--- src/rtl/sata_align_ins.sv ---
// ALIGN-pair insertion on the TX stream toward the phy and ALIGN stripping on the RX stream.
// Optional receive statistics counters are compiled in when SATA_ALIGN_STATS_EN is defined.
module sata_align_ins #(
  parameter int DATA_BYTE_WIDTH = 4,
  parameter int ALIGN_PERIOD    = 256
) (
  input  logic        clk,
  input  logic        rst,
  input  logic        phy_ready,
  input  logic [31:0] tx_data_in,
  input  logic [3:0]  tx_charisk_in,
  input  logic        tx_valid_in,
  output logic        tx_ready_out,
  output logic [31:0] phy_data_out,
  output logic [3:0]  phy_charisk_out,
  input  logic [31:0] phy_data_in,
  input  logic [3:0]  phy_charisk_in,
  input  logic [3:0]  phy_err_in,
  output logic [31:0] rx_data_out,
  output logic [3:0]  rx_charisk_out,
  output logic        rx_valid_out,
`ifdef SATA_ALIGN_STATS_EN
  input  logic        stats_clr,
  output logic [15:0] rx_align_cnt,
  output logic [15:0] rx_err_cnt,
`endif
  output logic        rx_err_out
);

  localparam logic [31:0] ALIGN_PRIM = 32'h7B4A4ABC;
  localparam logic [31:0] SYNC_PRIM  = 32'hB5B5957C;
  localparam logic [3:0]  PRIM_K     = 4'b0001;
  localparam logic [7:0]  CNT_LAST   = 8'(ALIGN_PERIOD - 1);

  generate
    if (DATA_BYTE_WIDTH != 4) begin : g_bad_width
      $error("sata_align_ins: DATA_BYTE_WIDTH must be 4");
    end
    if (ALIGN_PERIOD < 4 || ALIGN_PERIOD > 256) begin : g_bad_period
      $error("sata_align_ins: ALIGN_PERIOD must be in 4..256");
    end
  endgenerate

  logic [7:0] cnt;
  logic       rx_is_align;

  // Slot counter: slots 0 and 1 of every period carry the ALIGN pair.
  always_ff @(posedge clk or posedge rst) begin
    if (rst) begin
      cnt <= 8'd0;
    end else if (!phy_ready || cnt == CNT_LAST) begin
      cnt <= 8'd0;
    end else begin
      cnt <= cnt + 8'd1;
    end
  end

  assign tx_ready_out = phy_ready & (cnt >= 8'd2);

  always_ff @(posedge clk or posedge rst) begin
    if (rst) begin
      phy_data_out    <= ALIGN_PRIM;
      phy_charisk_out <= PRIM_K;
    end else if (!phy_ready || cnt < 8'd2) begin
      phy_data_out    <= ALIGN_PRIM;
      phy_charisk_out <= PRIM_K;
    end else if (tx_valid_in && tx_ready_out) begin
      phy_data_out    <= tx_data_in;
      phy_charisk_out <= tx_charisk_in;
    end else begin
      phy_data_out    <= SYNC_PRIM;
      phy_charisk_out <= PRIM_K;
    end
  end

  assign rx_is_align = (phy_charisk_in == PRIM_K) && (phy_data_in == ALIGN_PRIM);

  always_ff @(posedge clk or posedge rst) begin
    if (rst) begin
      rx_data_out    <= 32'd0;
      rx_charisk_out <= 4'd0;
      rx_valid_out   <= 1'b0;
      rx_err_out     <= 1'b0;
    end else begin
      rx_data_out    <= phy_data_in;
      rx_charisk_out <= phy_charisk_in;
      rx_valid_out   <= phy_ready & ~rx_is_align;
      rx_err_out     <= phy_ready & (|phy_err_in);
    end
  end

`ifdef SATA_ALIGN_STATS_EN
  // Counters track the input side, so they lead the matching rx_* outputs by one cycle.
  always_ff @(posedge clk or posedge rst) begin
    if (rst) begin
      rx_align_cnt <= 16'd0;
      rx_err_cnt   <= 16'd0;
    end else if (stats_clr) begin
      rx_align_cnt <= 16'd0;
      rx_err_cnt   <= 16'd0;
    end else begin
      if (phy_ready && rx_is_align && rx_align_cnt != 16'hFFFF) begin
        rx_align_cnt <= rx_align_cnt + 16'd1;
      end
      if (phy_ready && (|phy_err_in) && rx_err_cnt != 16'hFFFF) begin
        rx_err_cnt <= rx_err_cnt + 16'd1;
      end
    end
  end
`endif

endmodule

--- config.mk ---
export PLATFORM = sky130hd
export DESIGN_NAME = sata_align_ins
export DESIGN_NICKNAME = d
export VERILOG_FILES = /design/src/rtl/sata_align_ins.sv
export SDC_FILE = /design/constraint.sdc
export NUM_CORES = 1
export LEC_CHECK = 0
export BUFFER_PORTS_ARGS = -buffer_cell sky130_fd_sc_hd__buf_4
export CORE_ASPECT_RATIO = 0.9
export CORE_MARGIN = 2
export CORE_UTILIZATION = 43
export CTS_CLUSTER_DIAMETER = 80
export CTS_CLUSTER_SIZE = 20
export DETAILED_ROUTE_END_ITERATION = 12
export PLACE_DENSITY_LB_ADDON = 0.12
export REMOVE_ABC_BUFFERS = 1
export SLEW_MARGIN = 0
export SYNTH_ARGS = -nofsm -noshare
export SYNTH_HDL_FRONTEND = slang
export SYNTH_SLANG_ARGS = --single-unit
--- constraint.sdc ---
create_clock -name clk -period 3 [get_ports clk]
set_clock_uncertainty 0.1 [all_clocks]
set_input_delay 0.3 -clock clk [delete_from_list [all_inputs] [get_ports clk]]
set_output_delay 0.3 -clock clk [all_outputs]
set_load 0.005 [all_outputs]
* Yosys cells after proc, flatten, opt, wreduce, memory -nomap -nowiden
Index checks and enable logic that the tools add are counted.
W data, S select, Z words.
** Word-level totals
- Bits in registers :: 82
- Input bits :: 80
- Output and inout bits :: 75
- Word-level logic and storage cells :: 28
** Cells by class
- Add/sub/neg operators :: 1
- Order comparisons :: 2
- Equality and inequality tests :: 3
- Muxes and demuxes :: 5
- Bitwise logic cells :: 4
- Reductions and logical operators :: 6
** Operators with widths (count)
- $mux W32 :: 2
- $eq A32 B31 Y1 const B :: 1
- $add A8 B1 Y8 const B :: 1
- $eq A8 B8 Y1 const B :: 1
- $ge A8 B2 Y1 const B :: 1
- $lt A8 B2 Y1 const B :: 1
- $mux W4 :: 2
- $mux W8 :: 1
- $eq A4 B1 Y1 const B :: 1
- $reduce_or A4 Y1 :: 1
- $and A1 B1 Y1 :: 3
- $logic_and A1 B1 Y1 :: 2
- $logic_or A1 B1 Y1 :: 2
- $logic_not A1 Y1 :: 1
- $not A1 Y1 :: 1

* Longest topological paths before layout
Gate-level depths: netlist of the first run.
- Depth after elaboration :: 5
- Mapped depth :: 4
- Gate-level depth less buffers :: 4

* Least setup slack after synthesis of the first run
OpenSTA, ideal clock, no wires.
- Path kind :: reg2out
- From :: reg cnt[3]
- To :: out tx_ready_out
- Arrival :: 1.400 ns
- Data required time :: 2.600 ns
- Path slack :: 1.200 ns
- Stages on the path, launching flop included :: 5
- Path buffers :: 1
- Cell sequence :: dfrtp_1 -> or4_4 -> o21ai_2 -> buf_6 -> nand2_1
** Between the ends
- Cells in the longest elaborated chain, start to end :: 2
** Ends and longest elaborated chain
- from (decl) :: RTL line 44 : logic [7:0] cnt;
- from (signal assigned) :: RTL line 54 : cnt <= cnt + 8'd1;
- $ge A8 B2 Y1 :: RTL line 58 : assign tx_ready_out = phy_ready & (cnt >= 8'd2);
- $and A1 B1 Y1 :: RTL line 58
- to (decl) :: RTL line 13 : output logic tx_ready_out,
No other way between the ends.

* Final worst setup path of the first run
Ends and elaborated chain as after synthesis.

==> impl_results.md, run 1 <==
- Core area: 6115 µm²
- Metal3 WL: 485 µm
- FF/Latch Area: 2074 µm²
- Highest routed metal layer: met4
- Max clock buf depth: 2
- Pre-Repair DR Iteration Count: 4
- Setup WS pre-CTS: 1.063 ns
- Remaining DRCs: 0
- Sequential share of the synthesized area: 76.23%
- Number of synthesized flops with an enable pin: 0
- Routed Antenna Nets: 0
- Synthesized area: 2721 µm²
- CTS H-Tree Depth: 3
- Peak supply drop: 0.3461 mV
- Via count: 2207
- Finished Layout Cells: 488
- Die area: 6982 µm²
- Cell count after synthesis: 196
- R2r setup slk: 1.17 ns
- Tcrit/Tclk final: 76.82%
- Nets: 478
- Hold path depth: 2
- DR WL/cell: 14.68 µm
- Synth-to-layout area growth: 66.21%
- Fill cells: 403
- Reg-to-reg critical path endpoint: cnt[3]
- RSZ-0062 raised after global routing: no
- Total wire length: 7162 µm
- GRT Total Usage: 21.93%
- Worst Setup Path Type: register to output pin
- Initial antenna violation count: 0
- Ys flop type: dfrtp_1
- YS warnings: 0
- Top cell type's share of synthesized area: 58.85%
- CTS resizes: 0
- Largest net degree at the start of global routing: 35
- Detailed Route Iter0 Violations: 113
- Max Cap Viol: 0
- # Post-CTS Setup Buffers: 0
- GP Congestion: 0.8255
- Worst path arrival time: 1.90 ns
- Leak: 2.253 nW
- CP endpoint kind: output pin
- Rows: 27
- Yosys top cell by area: dfrtp_1
- M1 WL: 2606 µm
- Final Hold Viols: 0
- Post-CTS Hold Buffers: 37
- Diodes inserted: 0
- Fin crit period: 2.305 ns
- Worst r2r path cells: 4
- Die width: 87.86 µm
- Finish-stage setup viols: 0
- Initial Utilization: 44.51%
- Hold Path Class: input port to register
- Fraction of layout cells with a size suffix above 1: 50.62%
- Slew at the pin closest to its max-slew limit: 0.8164 ns
- Area post-placement: 3976 µm²
- WL met2: 3839 µm
- TritonCTS buffer count: 9
- Max Clk Rate: 433.9 MHz
- Cell Pwr Density: 486.2 nW/µm²
- Mean Syn Cell Area: 13.88 µm²
- Asr flop ratio synth: 100.0%
- CTS tree: built
- IO buf count: 154
- Cell chosen for the clock root: clkbuf_8
- Vias in the first global route: 2276
- HP Start: tx_data_in[29]
- Synth area leaders: dfrtp_1 59%, dfstp_2 17%, nand2_1 3.4%
- Placed cells: 435
- Library cells used by synthesis: 28
- Clock Sink Count: 82
- Global route overflow: 0
- Wire length of the first global-routing pass: 11200 µm
- Worst EP required: 2.60 ns
- Status: completed
- Via density: 4.523
- Worst-Skew Late Latency: 0.35 ns
- Slew margin rel.: 45.11%
- Design area: 4523 µm²
- I/O pins: 155
- DPL Wire Length: 4773 µm
- Slew Viols, Final: 0
- Final worst-path setup slack: 0.6954 ns
- Area of the multi-input gates: 556.8 µm²
- Worst reg2reg startpoint: cnt[1]
- Worst Setup Start Kind: register
- Hold EP: phy_data_out[29]
- Sum of negative setup slack: 0 ns
- Clock-pin slew on the worst setup and hold paths: 0.09 ns
- Synth Register Bits: 82
- CP Max Fanout: 13
- Die height: 79.47 µm
Yosys cell counts (2+ instances only):
cell       n
clkbuf_1   3
or3_1      4
nor4bb_1   4
nor4_1     2
nor2_1     6
buf_6      2
ha_1       2
o21ai_0    3
a21oi_1   15
xor2_1     2
inv_1     15
dfstp_2   18
or2_2      8
dfrtp_1   64
nand3_1    3
nand2_1   25
and3_1     7
nand4b_1   3
kinds of logic (layout without fill, tap and decap cells):
family                   after synthesis  in the layout  synth area share, %
flip-flops                            82             82                76.23
AND/OR/NAND/NOR                       66             66                13.33
AO/OA/AOI/OAI                         23             23                5.241
buffers and inverters                 20            225                3.310
XOR/XNOR                               3              3               0.9657
adder cells (fa/ha/maj)                2              2               0.9194
metal layers:
layer / GRT usage (%) / up-vias
met4: 8.462 / 0
met1: 24.46 / 1055
met5: 0 / -
met2: 37.80 / 83
met3: 8.273 / 22
li1: - / 1047
how the worst max path moves through the flow:
stage                     startpoint           end  slack [ns]  depth (start not counted)
after detailed placement      cnt[3]  tx_ready_out        1.06                          5
final                         cnt[3]  tx_ready_out        0.70                          5
after global placement        cnt[3]  tx_ready_out        1.07                          5
after floorplan                  rst        cnt[0]        0.52                          1
after CTS                     cnt[3]  tx_ready_out        0.67                          5
after global routing          cnt[3]  tx_ready_out        0.59                          5
final cells by class:
| type | instances | area share [%] |
|---|---|---|
| Timing Repair Buffer | 194 | 34.25 |
| Inverter | 15 | 1.272 |
| Multi-Input combinational cell | 94 | 12.31 |
| Tap cell | 87 | 2.407 |
| Clock buffer | 9 | 2.739 |
| Clock inverter | 7 | 1.162 |
| Sequential cell | 82 | 45.86 |
worst max-delay path, stage by stage, from the launching register on:
cell and delay [ns]:
dfrtp_1 0.44, or4_4 0.59, o21ai_2 0.14, buf_4 0.20
nand2_1 0.07, buf_4 0.13
registers in the layout (all words and copies together), names as in the netlist:
| register | count |
|---|---|
| cnt | 8 |
| phy_charisk_out | 4 |
| phy_data_out | 32 |
| rx_charisk_out | 4 |
| rx_data_out | 32 |
| rx_err_out | 1 |
| rx_valid_out | 1 |
power breakdown:
group          total, mW  switching (mW)  internal [mW]
registers           1.19          0.0191           1.17
clock network      0.701           0.397          0.304
logic              0.308           0.120          0.188
total               2.20           0.536           1.66
through the flow:
step	hold WS (ns)	util (%)	power (mW)
3_3_place_gp	0.2736	65.03	1.474
5_1_grt	0.009337	73.97	2.308
2_1_floorplan	0.2314	-	1.280
3_5_place_dp	0.2699	65.03	1.479
4_1_cts	0.02413	73.97	2.225
6_report	0.04024	73.97	2.199
placed cells by master, fill, tap and decap left out, types with 2 or more instances in the layout:
cell / n
buf_4: 157
dfrtp_1: 64
dlygate4sd3_1: 37
nand2_1: 25
dfstp_2: 18
a21oi_1: 15
inv_1: 14
clkbuf_8: 9
or2_2: 8
and3_1: 7
nor2_1: 6
or3_1: 4
nor4bb_1: 4
nand3_1: 3
o21ai_0: 3
nand4b_1: 3
clkinvlp_4: 3
xor2_1: 2
nor4_1: 2
ha_1: 2
inv_6: 2
(Power assumes the default switching activity.)
==> run 2: changes to the inputs <==
CORE_UTILIZATION = 39   (was 43)
clock period = 1.9 ns   (was 3 ns; I/O delays follow)
==> run 2 against run 1 <==
The run now ends with negative setup slack left; count of clock-buffer cells in the layout grew 2; die area increased by 9.8%; routed wire length rose by 7.5%; utilization rose by 0.37 points; sequential power rose by 58%; clock power up 68%; sequential cell count is the same; critical path depth fell by 1; hold slack got worse by 0.036 ns; via count is 7.2% higher; total power rose by 65%; critical endpoint unchanged; highest routed layer unchanged.
==> impl_results.md, run 2 (synthesized netlist as in run 1, its figures left out) <==
- Setup WS pre-CTS: 0.2491 ns
- Commonest non-fill, non-tap cell in the layout: buf_4
- Routed Antenna Nets: 0
- Worst path arrival time: 1.63 ns
- Cell chosen for the clock root: clkbuf_8
- Final Hold Viols: 0
- Slew Viols, Final: 0
- Worst-Skew Late Latency: 0.32 ns
- Clock-pin slew on the worst setup and hold paths: 0.07 ns
- Pre-Repair DR Iteration Count: 4
- Via density: 4.458
- Via count: 2367
- Worst Setup Start Kind: register
- Slew at the pin closest to its max-slew limit: 0.4003 ns
- CTS H-Tree Depth: 3
- Synth-to-layout area growth: 81.84%
- Leak: 2.446 nW
- DR WL/cell: 14.50 µm
- Max Cap Viol: 0
- Final worst-path setup slack: -0.01532 ns
- Peak supply drop: 0.4075 mV
- I/O pins: 155
- Hold Path Class: input port to register
- Slowest cell on crit path: or4_4
- Cell Pwr Density: 731.9 nW/µm²
- Total wire length: 7698 µm
- Sum of negative setup slack: -0.01532 ns
- GRT Total Usage: 21.79%
- Wire length of the first global-routing pass: 12900 µm
- TritonCTS buffer count: 9
- Core area: 6656 µm²
- Crit-path cells: or4_4 > o21ai_4 > nand2_1 > buf_4
- Fraction of layout cells with a size suffix above 1: 47.39%
- Fill cells: 471
- Failing checks: negative setup slack
- Crit path max-delay family: simple AND/OR/NAND/NOR gates
- Die height: 83.25 µm
- Detailed Route Iter0 Violations: 76
- Worst Setup Path Type: register to output pin
- Max Clk Rate: 522.1 MHz
- IO buf count: 154
- Status: complete, but fails checks
- Clock Sink Count: 82
- Tcrit/Tclk final: 100.8%
- CP Max Fanout: 2
- Placed cells: 440
- Slew margin rel.: 73.08%
- Crit path buffers/inverters: 1
- Die area: 7663 µm²
- RSZ-0062 raised after global routing: yes
- Tot Pwr: 3.622 mW
- Nets: 518
- Worst EP required: 1.61 ns
- R2r setup slk: 0.13 ns
- DPL Wire Length: 4996 µm
- Remaining DRCs: 0
- Vias in the first global route: 2581
- Slowest Stage Delay on Critical Path: 0.55 ns
- Post-layout util: 74.34%
- Commonest cells after routing, fill and taps aside: 162 x buf_4, 71 x dlygate4sd3_1, 64 x dfrtp_1, 25 x nand2_1, 18 x dfstp_2
- Die width: 92.05 µm
- Finish-stage setup viols: 1
- Global route overflow: 0
- Initial antenna violation count: 0
- GP Congestion: 0.7793
- Initial Utilization: 40.88%
- Diodes inserted: 0
- CP endpoint kind: output pin
- Fin crit period: 1.915 ns
- Finished Layout Cells: 531
- CTS tree: built
- Rows: 28
- Largest regs: phy_data_out x32, rx_data_out x32, cnt x8
- Largest net degree at the start of global routing: 43
- Max clock buf depth: 2
## run 2: report_power, final
group,internal [mW],switching [mW]
logic,0.353,0.208
clock network,0.606,0.574
registers,1.85,0.0312
## run 2: path summary, 6_finish.rpt
check	to	cells after the start	start
max	tx_ready_out	4	cnt[7]
min	phy_data_out[15]	3	tx_data_in[15]
max reg2reg	phy_data_out[0]	4	cnt[7]
min reg2reg	cnt[0]	1	cnt[0]
max in group asynchronous	rx_err_out	4	rst
min in group asynchronous	rx_data_out[10]	3	rst
## run 2: layout make-up
type | count | area, µm² | share of cell area, %
clock buffers | 11 | 131.4 | 2.655
clock inverters | 5 | 56.30 | 1.138
inverters | 15 | 57.56 | 1.163
multi-input cells | 94 | 569.3 | 11.50
flip-flops and latches | 82 | 2074 | 41.92
well taps | 90 | 112.6 | 2.276
repair buffers | 234 | 1947 | 39.34
## run 2: per-stage QoR
step | hold slack (ns) | instance area (µm²)
after CTS | 0.0006937 | 4949
after detailed placement | 0.07552 | 4008
after floorplan | 0.1214 | 2688
after global placement | 0.07159 | 4008
final | 0.004184 | 4949
after global routing | 0.0003265 | 4949
## run 2: layer usage
layer | up-vias | GRT usage [%] | routed length (µm)
met3 | 24 | 4.719 | 347
met1 | 1139 | 25.24 | 2976
met5 | - | 0 | 0
li1 | 1124 | - | -
met4 | 0 | 9.362 | 280
met2 | 80 | 38.77 | 4093
## run 2: what timing repair did
| action | in CTS | in global routing |
|---|---|---|
| hold buffers | 71 | 0 |
| endpoints found under the hold margin | 87 | 0 |
| gates resized for setup | 2 | 0 |
| buffers inserted | 4 | 0 |
| pin swaps | 2 | 0 |
| setup endpoints to repair | 1 | 1 |
## run 2: worst reg2reg max path, stage by stage, from the launching register on
cell and delay (ns):
dfrtp_1 0.38, or4_4 0.55, buf_4 0.16, o21a_4 0.27, and3_1 0.20
